### src/rtl/extract_round_ctrl.sv
// ============================================================================
// extract_round_ctrl
// ----------------------------------------------------------------------------
// Sequencing controller for the float-to-key extractor. The controller pulls
// triples of single-precision chaotic-map words from the upstream generator
// and issues each triple to the extractor as a one-cycle enable. It keeps at
// most one extractor transaction in flight, forwards the three 23-bit keys
// downstream, counts rounds up to a programmed total, and raises a sticky
// flag when the extractor fails to answer in time.
//
// Ports
//   clk, reset_n              clock, asynchronous active-low reset
//   start, num_rounds         run request and round total (sampled on start)
//   busy, done, error_timeout run status, completion pulse, sticky timeout
//   in_valid/in_ready, in_v*  upstream triple handshake and float words
//   ext_enable, ext_val*      extractor issue pulse and held operands
//   ext_valid, ext_ex*        extractor result strobe and key values
//   out_valid/out_ready,      downstream handshake with registered keys,
//   out_ex*, out_index,       0-based round number and final-round marker
//   out_last
// ============================================================================
module extract_round_ctrl #(
    parameter int unsigned CNT_W   = 16,
    parameter int unsigned TIMEOUT = 15
) (
    input  logic             clk,
    input  logic             reset_n,
    input  logic             start,
    input  logic [CNT_W-1:0] num_rounds,
    output logic             busy,
    output logic             done,
    output logic             error_timeout,
    input  logic             in_valid,
    output logic             in_ready,
    input  logic [31:0]      in_v1,
    input  logic [31:0]      in_v2,
    input  logic [31:0]      in_v3,
    output logic             ext_enable,
    output logic [31:0]      ext_val1,
    output logic [31:0]      ext_val2,
    output logic [31:0]      ext_val3,
    input  logic             ext_valid,
    input  logic [22:0]      ext_ex1,
    input  logic [22:0]      ext_ex2,
    input  logic [22:0]      ext_ex3,
    output logic             out_valid,
    input  logic             out_ready,
    output logic [22:0]      out_ex1,
    output logic [22:0]      out_ex2,
    output logic [22:0]      out_ex3,
    output logic [CNT_W-1:0] out_index,
    output logic             out_last
);

    localparam int unsigned TIMER_W = $clog2(TIMEOUT + 1);

    typedef enum logic [2:0] {
        S_IDLE,
        S_FETCH,
        S_ISSUE,
        S_WAIT,
        S_EMIT,
        S_DONE,
        S_ERR
    } state_t;

    state_t             state;
    logic [CNT_W-1:0]   num_q;
    logic [CNT_W-1:0]   round_cnt;
    logic [TIMER_W-1:0] timer;

    // The only output that must react within the FETCH cycle itself.
    assign in_ready = (state == S_FETCH);

    always_ff @(posedge clk or negedge reset_n) begin
        if (!reset_n) begin
            state         <= S_IDLE;
            num_q         <= '0;
            round_cnt     <= '0;
            timer         <= '0;
            busy          <= 1'b0;
            done          <= 1'b0;
            error_timeout <= 1'b0;
            ext_enable    <= 1'b0;
            ext_val1      <= '0;
            ext_val2      <= '0;
            ext_val3      <= '0;
            out_valid     <= 1'b0;
            out_ex1       <= '0;
            out_ex2       <= '0;
            out_ex3       <= '0;
            out_index     <= '0;
            out_last      <= 1'b0;
        end else begin
            // Pulse outputs default low; each is raised on entry to its state.
            ext_enable <= 1'b0;
            done       <= 1'b0;

            case (state)
                S_IDLE, S_ERR: begin
                    if (start) begin
                        error_timeout <= 1'b0;
                        busy          <= 1'b1;
                        if (num_rounds != '0) begin
                            num_q     <= num_rounds;
                            round_cnt <= '0;
                            state     <= S_FETCH;
                        end else begin
                            done  <= 1'b1;
                            state <= S_DONE;
                        end
                    end
                end

                S_FETCH: begin
                    if (in_valid) begin
                        ext_val1   <= in_v1;
                        ext_val2   <= in_v2;
                        ext_val3   <= in_v3;
                        ext_enable <= 1'b1;
                        state      <= S_ISSUE;
                    end
                end

                S_ISSUE: begin
                    timer <= '0;
                    state <= S_WAIT;
                end

                S_WAIT: begin
                    // A result arriving on the last permitted cycle still wins.
                    if (ext_valid) begin
                        out_ex1   <= ext_ex1;
                        out_ex2   <= ext_ex2;
                        out_ex3   <= ext_ex3;
                        out_index <= round_cnt;
                        out_last  <= (round_cnt == num_q - 1'b1);
                        out_valid <= 1'b1;
                        state     <= S_EMIT;
                    end else begin
                        timer <= timer + 1'b1;
                        if (timer == TIMER_W'(TIMEOUT - 1)) begin
                            error_timeout <= 1'b1;
                            busy          <= 1'b0;
                            state         <= S_ERR;
                        end
                    end
                end

                S_EMIT: begin
                    if (out_ready) begin
                        out_valid <= 1'b0;
                        out_last  <= 1'b0;
                        if (out_last) begin
                            done  <= 1'b1;
                            state <= S_DONE;
                        end else begin
                            round_cnt <= round_cnt + 1'b1;
                            state     <= S_FETCH;
                        end
                    end
                end

                S_DONE: begin
                    busy  <= 1'b0;
                    state <= S_IDLE;
                end

                default: begin
                    busy  <= 1'b0;
                    state <= S_IDLE;
                end
            endcase
        end
    end

endmodule
### config.mk
export PLATFORM = sky130hd
export DESIGN_NAME = extract_round_ctrl
export DESIGN_NICKNAME = d
export VERILOG_FILES = /design/src/rtl/extract_round_ctrl.sv
export SDC_FILE = /design/constraint.sdc
export NUM_CORES = 1
export LEC_CHECK = 0
export ABC_AREA = 1
export BUFFER_PORTS_ARGS = -buffer_cell sky130_fd_sc_hd__buf_2
export CAP_MARGIN = 20
export CORE_MARGIN = 3
export CORE_UTILIZATION = 51
export CTS_BUF_LIST = sky130_fd_sc_hd__clkbuf_2 sky130_fd_sc_hd__clkbuf_4 sky130_fd_sc_hd__clkbuf_8
export DETAILED_ROUTE_END_ITERATION = 10
export HOLD_SLACK_MARGIN = 0.15
export PLACE_DENSITY = 0.86
export SLEW_MARGIN = 20
export SYNTH_ARGS = -nofsm -noshare
export SYNTH_HDL_FRONTEND = slang
export SYNTH_SLANG_ARGS = --single-unit
### constraint.sdc
create_clock -name clk -period 1.8 [get_ports clk]
set_clock_uncertainty 0.05 [all_clocks]
set_input_delay 0.18 -clock clk [delete_from_list [all_inputs] [get_ports clk]]
set_output_delay 0.18 -clock clk [all_outputs]
set_load 0.005 [all_outputs]
==> qor.txt, run 1 <==
Slowest cell on crit path = dfrtp_1
DRC viols = 0
Row Count = 49
H-tree depth = 2
Sw power = 9.36 mW
FMAX = 564 MHz
Setup TNS = 0 ns
Critical path endpoint category = flip-flop
Most frequent cells in the layout = nand2_1 (629), buf_2 (373), dfrtp_1 (223)
Final setup margin = 0.0274 ns
Internal = 13.2 mW
Buffers added on ports = 374
Switching Share = 41.4%
Post-DR vias/cell = 5.63
First drt pass iteration count = 6
Ys async rst share = 100%
Syn-to-layout area delta = 51.0%
Setup violations, final = 0
Pin count of the biggest net entering global routing = 97
Post-synth EDFFs = 0
Post-route ant nets = 0
WL/cell = 21.2 um
Synth Flop Type = dfrtp_1
Clock Tree Root = clkbuf_8
Layout cells sized above 1 = 28.4%
#FFs+latches synth = 226
Leakage power = 8.24 nW
CP max stage delay = 0.38 ns
Crit path time final = 1.77 ns
Status = finished clean
Via count of the first global-routing pass = 11700
Power per cell area = 1540 nW/um^2
Commonest non-fill, non-tap cell in the layout = nand2_1
Placed Cells = 1759
Post-Synthesis Cells = 1182
Startpoint class of the critical path = flip-flop
Syn Nets = 1373
First-pass GRT wire length = 63.4 mm
Fin crit share = 98.5%
Hold_ws = 0.350 ns
Nets = 1951
Sink Count = 226
Combinational share of power = 39.1%
Routed Wire Length = 42.9 mm
Ports = 375
Worst vdd ir = 1.00 mV
Seq/Total Area, Yosys = 58.1%
Synth warn = 0
Critical path peak fanout = 59
Gr ovfl total = 0
Min-delay src = ext_ex1[2]
Via count = 11400
Mapped Area = 9740 um^2
Die width = 144 um
Total power draw = 22.6 mW
Slew at the pin with the worst max-slew slack = 0.409 ns
Initial antenna violation count = 5
Deepest clock path buffer count = 3
Slew headroom = 72.7%
Die Ht = 144 um
Core footprint = 18300 um^2
Slew Limit Fails = 0
Final non-filler cell area = 14700 um^2
CP Class = reg2reg
Worst r2r src = state[0]$_DFFE_PN0P_
Worst-Skew Late Latency = 0.52 ns
Min-delay worst type = in2reg
Die area = 20800 um^2
Clock slew at reported path FFs = 0.07 ns
Crit-path cells = inv_2, nor2_1, nand2_1, inv_2, nand2_4, inv_2, buf_12, nand2_1, nand2_1
CP required = 2.20 ns
Routability congestion estimate = 0.919
Flop pwr share = 39.2%
Distinct cells, synth = 30
Worst EP arrival = 2.18 ns
RSZ-0062 raised after global routing = yes
Cts bufs inserted = 37
Dpl hpwl = 22.2 mm
Max cap viols = 0
Clock group share of total power = 21.8%
Final hold violations = 0
Worst setup path startpoint = state[0]$_DFFE_PN0P_
Final core utilization = 80.2%
CTS tree = done
Initial Util = 53.1%
Setup slack at placement = 0.0124 ns
Overall routing resource usage = 40.2%
Synth Area per Inst = 8.24 um^2
Non-filler instance count after layout = 2022
DRT iter0 DRCs = 1199
Post-placement cell area = 11900 um^2
[area by class of cell]
type / count / area, um^2
flip-flops and latches: 226 / 5660
repair buffers: 588 / 4080
fillers: 1060 / 3620
multi-input cells: 839 / 3610
clock buffers: 57 / 722
well taps: 229 / 287
inverters: 68 / 263
clock inverters: 7 / 63.8
diodes: 8 / 20.0
[cells in the mapped netlist (6+ instances only)]
cell | number | area share [%]
buf_2 | 32 | 1.6
buf_4 | 6 | 0.46
clkbuf_1 | 8 | 0.31
dfrtp_1 | 226 | 58
inv_1 | 60 | 2.3
inv_2 | 8 | 0.31
nand2_1 | 632 | 24
nand3_1 | 29 | 1.5
nand4_1 | 11 | 0.71
nor2_1 | 56 | 2.2
nor3_1 | 7 | 0.36
o21ai_0 | 22 | 1.1
o21ai_1 | 20 | 1.0
o21ai_2 | 11 | 0.99
xnor2_1 | 6 | 0.54
xor2_1 | 21 | 1.9
[sequential cells by signal, summed over array words and instances, names as in the netlist, 3 cells and up]
register   cells
timer          4
ext_val1      32
out_ex1       23
out_ex2       23
num_q         16
ext_val2      32
out_index     16
state          3
ext_val3      32
out_ex3       23
round_cnt     16
[power groups by stage]
stage | sequential, mW | combinational (mW) | clock, mW
2_1_floorplan | 8.43 | 3.86 | 0
3_3_place_gp | 8.35 | 7.13 | 0
3_5_place_dp | 8.40 | 7.46 | 0
4_1_cts | 8.39 | 7.78 | 4.79
5_1_grt | 8.97 | 9.65 | 5.19
6_report | 8.85 | 8.82 | 4.91
[cell families after synthesis]
group / count (synthesis) / synth area share, %
AO/OA/AOI/OAI: 58 / 3.46
XOR/XNOR: 27 / 2.43
adder cells (fa/ha/maj): 4 / 0.514
buffers and inverters: 117 / 5.32
flip-flops: 226 / 58.1
AND/OR/NAND/NOR: 750 / 30.2
[metal layers]
metal	wire (um)	share of wire (%)	up-vias	track usage [%]
met3	5320	12	337	15.9
met4	3800	8.9	2	27.5
met1	13700	32	5228	43.2
met2	20100	47	1038	65.3
li1	-	-	4777	-
met5	13	0.030	-	0
[path summary, 6_finish.rpt]
kind,cells after the start,end,slack [ns]
hold / removal,4,out_ex1[2]$_DFFE_PN0P_,0.35
setup reg to reg,9,ext_val1[14]$_DFFE_PN0P_,0.03
hold reg to reg,2,out_ex2[0]$_DFFE_PN0P_,0.42
max in group asynchronous,4,out_ex2[17]$_DFFE_PN0P_,0.36
setup / recovery,9,ext_val1[14]$_DFFE_PN0P_,0.03
min in group asynchronous,3,ext_val3[15]$_DFFE_PN0P_,0.63
[critical path: cells and delay by family, from the launching register on]
family,cells,cell delay (ns)
flip-flops,1,0.38
buffers and inverters,4,0.57
AND/OR/NAND/NOR,5,0.64
[repair_timing]
item	CTS	global route
buffers inserted	0	3
hold buffers	187	0
resized for setup	0	26
endpoints found under the setup margin	0	66
hold endpoints to repair	419	0
(Power assumes the default switching activity.)
==> inputs of run 2 (changes only) <==
--- a/config.mk
+++ b/config.mk
@@ -6,14 +6,15 @@
 export NUM_CORES = 1
 export LEC_CHECK = 0
 export ABC_AREA = 1
-export BUFFER_PORTS_ARGS = -buffer_cell sky130_fd_sc_hd__buf_2
 export CAP_MARGIN = 20
-export CORE_MARGIN = 3
-export CORE_UTILIZATION = 51
+export CORE_AREA = 3 3 145 147
 export CTS_BUF_LIST = sky130_fd_sc_hd__clkbuf_2 sky130_fd_sc_hd__clkbuf_4 sky130_fd_sc_hd__clkbuf_8
 export DETAILED_ROUTE_END_ITERATION = 10
+export DIE_AREA = 0 0 148 150
+export DONT_BUFFER_PORTS = 1
 export HOLD_SLACK_MARGIN = 0.15
-export PLACE_DENSITY = 0.86
+export PLACE_DENSITY = 0.67
+export SETUP_SLACK_MARGIN = 0.02
 export SLEW_MARGIN = 20
 export SYNTH_ARGS = -nofsm -noshare
 export SYNTH_HDL_FRONTEND = slang
==> qor.txt, run 2 (synthesis gave the netlist of run 1 again) <==
Status = complete, but fails checks
Failing checks = negative hold slack
Startpoint class of the critical path = flip-flop
Slew at the pin with the worst max-slew slack = 0.430 ns
FMAX = 600 MHz
Gr ovfl total = 0
Commonest non-fill, non-tap cell in the layout = nand2_1
Buffers added on ports = 0
Crit-path cells = inv_1, nand3_1, o21ai_0, nand3_1, nor2_1, nand3_1, nor2_1, nand2_1, nand2_1
Sw power = 7.35 mW
Slew Limit Fails = 0
Row Count = 52
Non-filler instance count after layout = 1671
Initial antenna violation count = 1
Die width = 148 um
First drt pass iteration count = 7
Die Ht = 150 um
Syn-to-layout area delta = 30.8%
Clock group share of total power = 22.7%
Pin count of the biggest net entering global routing = 227
Slew headroom = 71.3%
Sink Count = 226
Worst r2r src = num_q[2]$_DFFE_PN0P_
DRC viols = 0
Most frequent cells in the layout = nand2_1 (630), dfrtp_1 (225), dlygate4sd3_1 (185)
Fin crit share = 92.6%
Layout cells sized above 1 = 8.43%
First-pass GRT wire length = 45.5 mm
Core footprint = 20000 um^2
RSZ-0062 raised after global routing = yes
Nets = 1572
Worst path most repeated cell = nand3_1
H-tree depth = 2
Deepest clock path buffer count = 3
Internal = 11.7 mW
Slowest cell on crit path = dfrtp_1
CP Class = reg2reg
Hold_ws = -0.664 ns
Clock Tree Root = clkbuf_8
CP max stage delay = 0.42 ns
Worst-Skew Late Latency = 0.50 ns
Dpl hpwl = 19.0 mm
Via count = 8674
Overall routing resource usage = 25.7%
Post-placement cell area = 10100 um^2
CTS tree = done
Min-delay worst type = in2async
Flop pwr share = 47.9%
Critical path endpoint category = flip-flop
Worst EP arrival = 2.05 ns
Post-route ant nets = 0
GR peak layer = met2
Met1 GRT Util = 31.0%
Leakage power = 6.57 nW
Max cap viols = 0
Crit path time final = 1.67 ns
Combinational share of power = 29.4%
Met3 Track Usage GR = 8.87%
WL/cell = 18.3 um
Largest regs = ext_val1: 32 flops, ext_val2: 32 flops, ext_val3: 32 flops
CP required = 2.19 ns
Power per cell area = 1500 nW/um^2
Ports = 375
# Post-CTS Setup Buffers = 0
Placed Cells = 1426
Final hold violations = 226
Cts hold-fix bufs = 185
Via count of the first global-routing pass = 8609
Reg2reg end = out_last$_DFFE_PN0P_
Met2 Use GR = 42.2%
Die area = 22200 um^2
Final non-filler cell area = 12700 um^2
Switching Share = 38.5%
Post-DR vias/cell = 5.19
Setup violations, final = 0
R2r setup slk = 0.13 ns
Worst vdd ir = 0.855 mV
Routed Wire Length = 30.5 mm
Initial Util = 48.6%
Clock slew at reported path FFs = 0.06 ns
Routability congestion estimate = 0.888
FF-to-FF path depth = 9
Critical path peak fanout = 4
DRT iter0 DRCs = 644
Cts bufs inserted = 36
-- run 2: cell types whose count changed in the layout (fill, tap and decap cells not counted), sizes merged --
cell,before,now
buf,400,23
clkinv,5,3
dlygate4sd3,187,185
diode,8,2
clkbuf,58,54
inv,69,68
-- run 2: worst max-delay path by stage --
stage,from,endpoint,slack [ns]
after floorplan,num_q[0]$_DFFE_PN0P_,out_last$_DFFE_PN0P_,0.21
after global placement,num_q[1]$_DFFE_PN0P_,out_last$_DFFE_PN0P_,0.11
after detailed placement,num_q[1]$_DFFE_PN0P_,out_last$_DFFE_PN0P_,0.04
after CTS,num_q[1]$_DFFE_PN0P_,out_last$_DFFE_PN0P_,0.02
after global routing,num_q[1]$_DFFE_PN0P_,out_last$_DFFE_PN0P_,-0.0004
final,num_q[2]$_DFFE_PN0P_,out_last$_DFFE_PN0P_,0.13
-- run 2: power by group through the flow --
stage	combinational (mW)	sequential (mW)	clock [mW]
6_report	5.61	9.15	4.33
3_5_place_dp	4.93	9.10	0
4_1_cts	5.25	9.08	4.45
3_3_place_gp	4.72	9.14	0
2_1_floorplan	3.86	8.43	0
5_1_grt	6.38	9.34	4.71
-- run 2: final cells by class --
class,instances,area (um^2)
Clock inverter,4,48.8
Clock buffer,52,647
Sequential cell,226,5660
Inverter,68,256
Tap cell,270,338
Multi-Input combinational cell,839,3610
Antenna cell,2,5.00
Timing Repair Buffer,210,2170
Fill cell,1556,7300
-- run 2: timing repair --
item / 4_1_cts / 5_1_grt
resized for setup: 0 / 14
endpoints found under the setup margin: 0 / 89
endpoints found under the hold margin: 421 / 226
-- run 2: stage by stage --
stage | utilization (%) | total power [mW] | hold slack [ns] | TNS [ns] | setup slack (ns)
2_1_floorplan | - | 12.3 | -0.166 | 0 | 0.207
3_5_place_dp | 50.3 | 14.0 | -0.163 | 0 | 0.0446
3_3_place_gp | 50.3 | 13.9 | -0.162 | 0 | 0.113
6_report | 63.6 | 19.1 | -0.664 | 0 | 0.134
4_1_cts | 63.0 | 18.8 | -0.712 | 0 | 0.0217
5_1_grt | 63.5 | 20.4 | -0.700 | -0.000362 | -0.000362
-- run 2: routing by layer --
metal	part of all wire, %	vias to the layer above
met2	48	507
li1	-	4005
met1	37	4067
met4	3.6	0
met3	11	95
met5	0	-
-- run 2: worst max-delay path: cells and delay by family (launching register included) --
kind / cells / cell delay (ns)
AND/OR/NAND/NOR: 7 / 0.73
buffers and inverters: 1 / 0.11
flip-flops: 1 / 0.42
AO/OA/AOI/OAI: 1 / 0.30
==> inputs of run 3 (changes only) <==
--- a/config.mk
+++ b/config.mk
@@ -5,15 +5,14 @@
 export SDC_FILE = /design/constraint.sdc
 export NUM_CORES = 1
 export LEC_CHECK = 0
-export ABC_AREA = 1
 export CAP_MARGIN = 20
-export CORE_AREA = 3 3 145 147
+export CORE_AREA = 3 3 143 145
 export CTS_BUF_LIST = sky130_fd_sc_hd__clkbuf_2 sky130_fd_sc_hd__clkbuf_4 sky130_fd_sc_hd__clkbuf_8
 export DETAILED_ROUTE_END_ITERATION = 10
-export DIE_AREA = 0 0 148 150
+export DIE_AREA = 0 0 146 148
 export DONT_BUFFER_PORTS = 1
 export HOLD_SLACK_MARGIN = 0.15
-export PLACE_DENSITY = 0.67
+export PLACE_DENSITY = 0.66
 export SETUP_SLACK_MARGIN = 0.02
 export SLEW_MARGIN = 20
 export SYNTH_ARGS = -nofsm -noshare
==> qor.txt, run 3 <==
Deepest clock path buffer count = 3
Critical path endpoint category = flip-flop
Seq/Total Area, Yosys = 60.2%
Nets = 1178
Worst-Skew Late Latency = 0.52 ns
Sink Count = 226
Ys async rst share = 100%
Final setup margin = -0.584 ns
FF-to-FF path depth = 8
Most frequent cell after synthesis = dfrtp_1
Leakage power = 6.46 nW
Startpoint class of the critical path = flip-flop
Routability congestion estimate = 0.830
CP max stage delay = 0.51 ns
Commonest cells post-synth = dfrtp_1 (226), mux2_2 (192), nand2_1 (31)
WL/cell = 25.7 um
Power per cell area = 1640 nW/um^2
Die area = 21600 um^2
Final hold violations = 226
Post-route ant nets = 0
Via count of the first global-routing pass = 7827
Final core utilization = 74.5%
DRC viols = 0
Total power draw = 23.6 mW
CP required = 2.18 ns
Crit-path cells = inv_1, ha_2, or4b_4, or4b_4, a211oi_2, a311o_2, o2111ai_1, o21ai_1
Synth Flop Type = dfrtp_1
Clock Tree Root = clkbuf_8
Mapped Area = 9390 um^2
Row Count = 51
Post-synth EDFFs = 0
Overall routing resource usage = 28.5%
R2r setup slk = -0.58 ns
Slowest cell on crit path = or4b_4
Min-delay worst type = in2async
Syn Nets = 870
Post-DR vias/cell = 5.54
FMAX = 419 MHz
Syn-to-layout area delta = 53.5%
Routed Wire Length = 32.9 mm
Gr ovfl total = 0
Initial antenna violation count = 6
Via count = 7093
Main area contributors after synthesis = dfrtp_1 (60%), mux2_2 (23%), xnor2_1 (1.4%), nand2_1 (1.2%), xor2_1 (1.2%)
Initial Util = 48.6%
Die width = 146 um
Worst EP arrival = 2.77 ns
Filler cells = 1145
Ports = 375
Failing checks = negative hold slack, negative setup slack
Most frequent cells in the layout = dfrtp_1 (223), dlygate4sd3_1 (185), mux2_4 (113)
CP Class = reg2reg
Hold_ws = -0.701 ns
#FFs+latches synth = 226
First-pass GRT wire length = 47.7 mm
Reg2reg end = out_last$_DFFE_PN0P_
Largest regs = ext_val1: 32 flops, ext_val2: 32 flops, ext_val3: 32 flops
Slew headroom = 70.7%
First drt pass iteration count = 5
Cts hold-fix bufs = 185
Commonest non-fill, non-tap cell in the layout = dfrtp_1
Status = complete, but fails checks
Die Ht = 148 um
Worst vdd ir = 1.05 mV
Synth warn = 0
Buffers added on ports = 0
Critical path peak fanout = 4
Post-Synthesis Cells = 679
Pin count of the biggest net entering global routing = 227
Cts bufs inserted = 39
Setup violations, final = 130
Yosys top cell by area = dfrtp_1
H-tree depth = 2
Crit path time final = 2.38 ns
Layout cells sized above 1 = 41.2%
Worst r2r src = num_q[0]$_DFFE_PN0P_
Worst setup path startpoint = num_q[0]$_DFFE_PN0P_
Clock slew at reported path FFs = 0.07 ns
Slew Limit Fails = 0
Distinct cells, synth = 55
Core footprint = 19300 um^2
DRT iter0 DRCs = 262
Synth Area per Inst = 13.8 um^2
Worst path most repeated cell = or4b_4
Slew at the pin with the worst max-slew slack = 0.433 ns
RSZ-0062 raised after global routing = yes
CTS tree = done
Post-synth top area share = 60.2%
Max cap viols = 0
Dpl hpwl = 18.3 mm
Fin crit share = 132%
## run 3: timing repair
| item | 4_1_cts | 5_1_grt |
|---|---|---|
| hold endpoints to repair | 418 | 226 |
| cloned | 13 | 8 |
| pin swaps | 23 | 15 |
| setup endpoints to repair | 161 | 203 |
| setup buffers | 29 | 13 |
| gates resized for setup | 131 | 61 |
## run 3: power by group
group / total, mW / switching [mW] / leakage, nW / internal [mW]
sequential: 9.70 / 2.38 / 2.76 / 7.33
clock: 5.17 / 2.15 / 0.454 / 3.02
combinational: 8.72 / 3.21 / 3.25 / 5.51
total: 23.6 / 7.73 / 6.46 / 15.9
## run 3: how the worst max path moves through the flow
stage,depth (start not counted),slack (ns),end
final,8,-0.58,out_last$_DFFE_PN0P_
after global routing,8,-0.70,out_last$_DFFE_PN0P_
after CTS,8,-0.53,out_last$_DFFE_PN0P_
after detailed placement,8,-0.54,out_last$_DFFE_PN0P_
after global placement,8,-0.45,out_last$_DFFE_PN0P_
after floorplan,8,-0.45,out_last$_DFFE_PN0P_
## run 3: worst max-delay path: cells and delay by family (launching register included)
kind | cells | cell delay (ns)
flip-flops | 1 | 0.37
AND/OR/NAND/NOR | 2 | 1.01
adder cells (fa/ha/maj) | 1 | 0.18
AO/OA/AOI/OAI | 4 | 0.60
buffers and inverters | 1 | 0.08
## run 3: per-stage QoR
stage          instances  area (um^2)  worst slack (ns)  TNS (ns)  hold slack [ns]
2_1_floorplan        679         9580            -0.453     -1.41           -0.166
3_3_place_gp         975        10300            -0.448     -8.60           -0.159
3_5_place_dp         975        10300            -0.537    -15.80           -0.160
4_1_cts             1268        14100            -0.534    -12.13           -0.729
5_1_grt             1281        14400            -0.697    -16.54           -0.747
6_report            1281        14400            -0.584    -10.48           -0.701
## run 3: layer usage
layer  up-vias  share of wire [%]  routed length (um)  track usage (%)
met2       324                 52               17200             50.6
met4         6                3.8                1240             11.3
li1       3057                  -                   -                -
met5         -               0.12                  40                0
met1      3620                 35               11600             31.3
met3        86                8.4                2770             10.3
## run 3: kinds of logic after synthesis
group | Yosys count | synth area share (%)
flops | 226 | 60.2
mux | 196 | 23.5
simple gates | 126 | 7.37
compound gates | 55 | 3.93
buf+inv | 44 | 1.87
xor+xnor | 28 | 2.61
fa+ha+maj | 4 | 0.533
## run 3: area by class of cell
| type | instances | area (um^2) | area share [%] |
|---|---|---|---|
| inverter | 11 | 41.3 | 0.286 |
| multi-input combinational | 409 | 4170 | 29.0 |
| timing repair buffer | 300 | 3340 | 23.2 |
| tap | 265 | 332 | 2.30 |
| sequential | 226 | 5660 | 39.3 |
| clock buffer | 56 | 721 | 5.00 |
| clock inverter | 11 | 139 | 0.964 |
| antenna | 3 | 7.51 | 0.0521 |
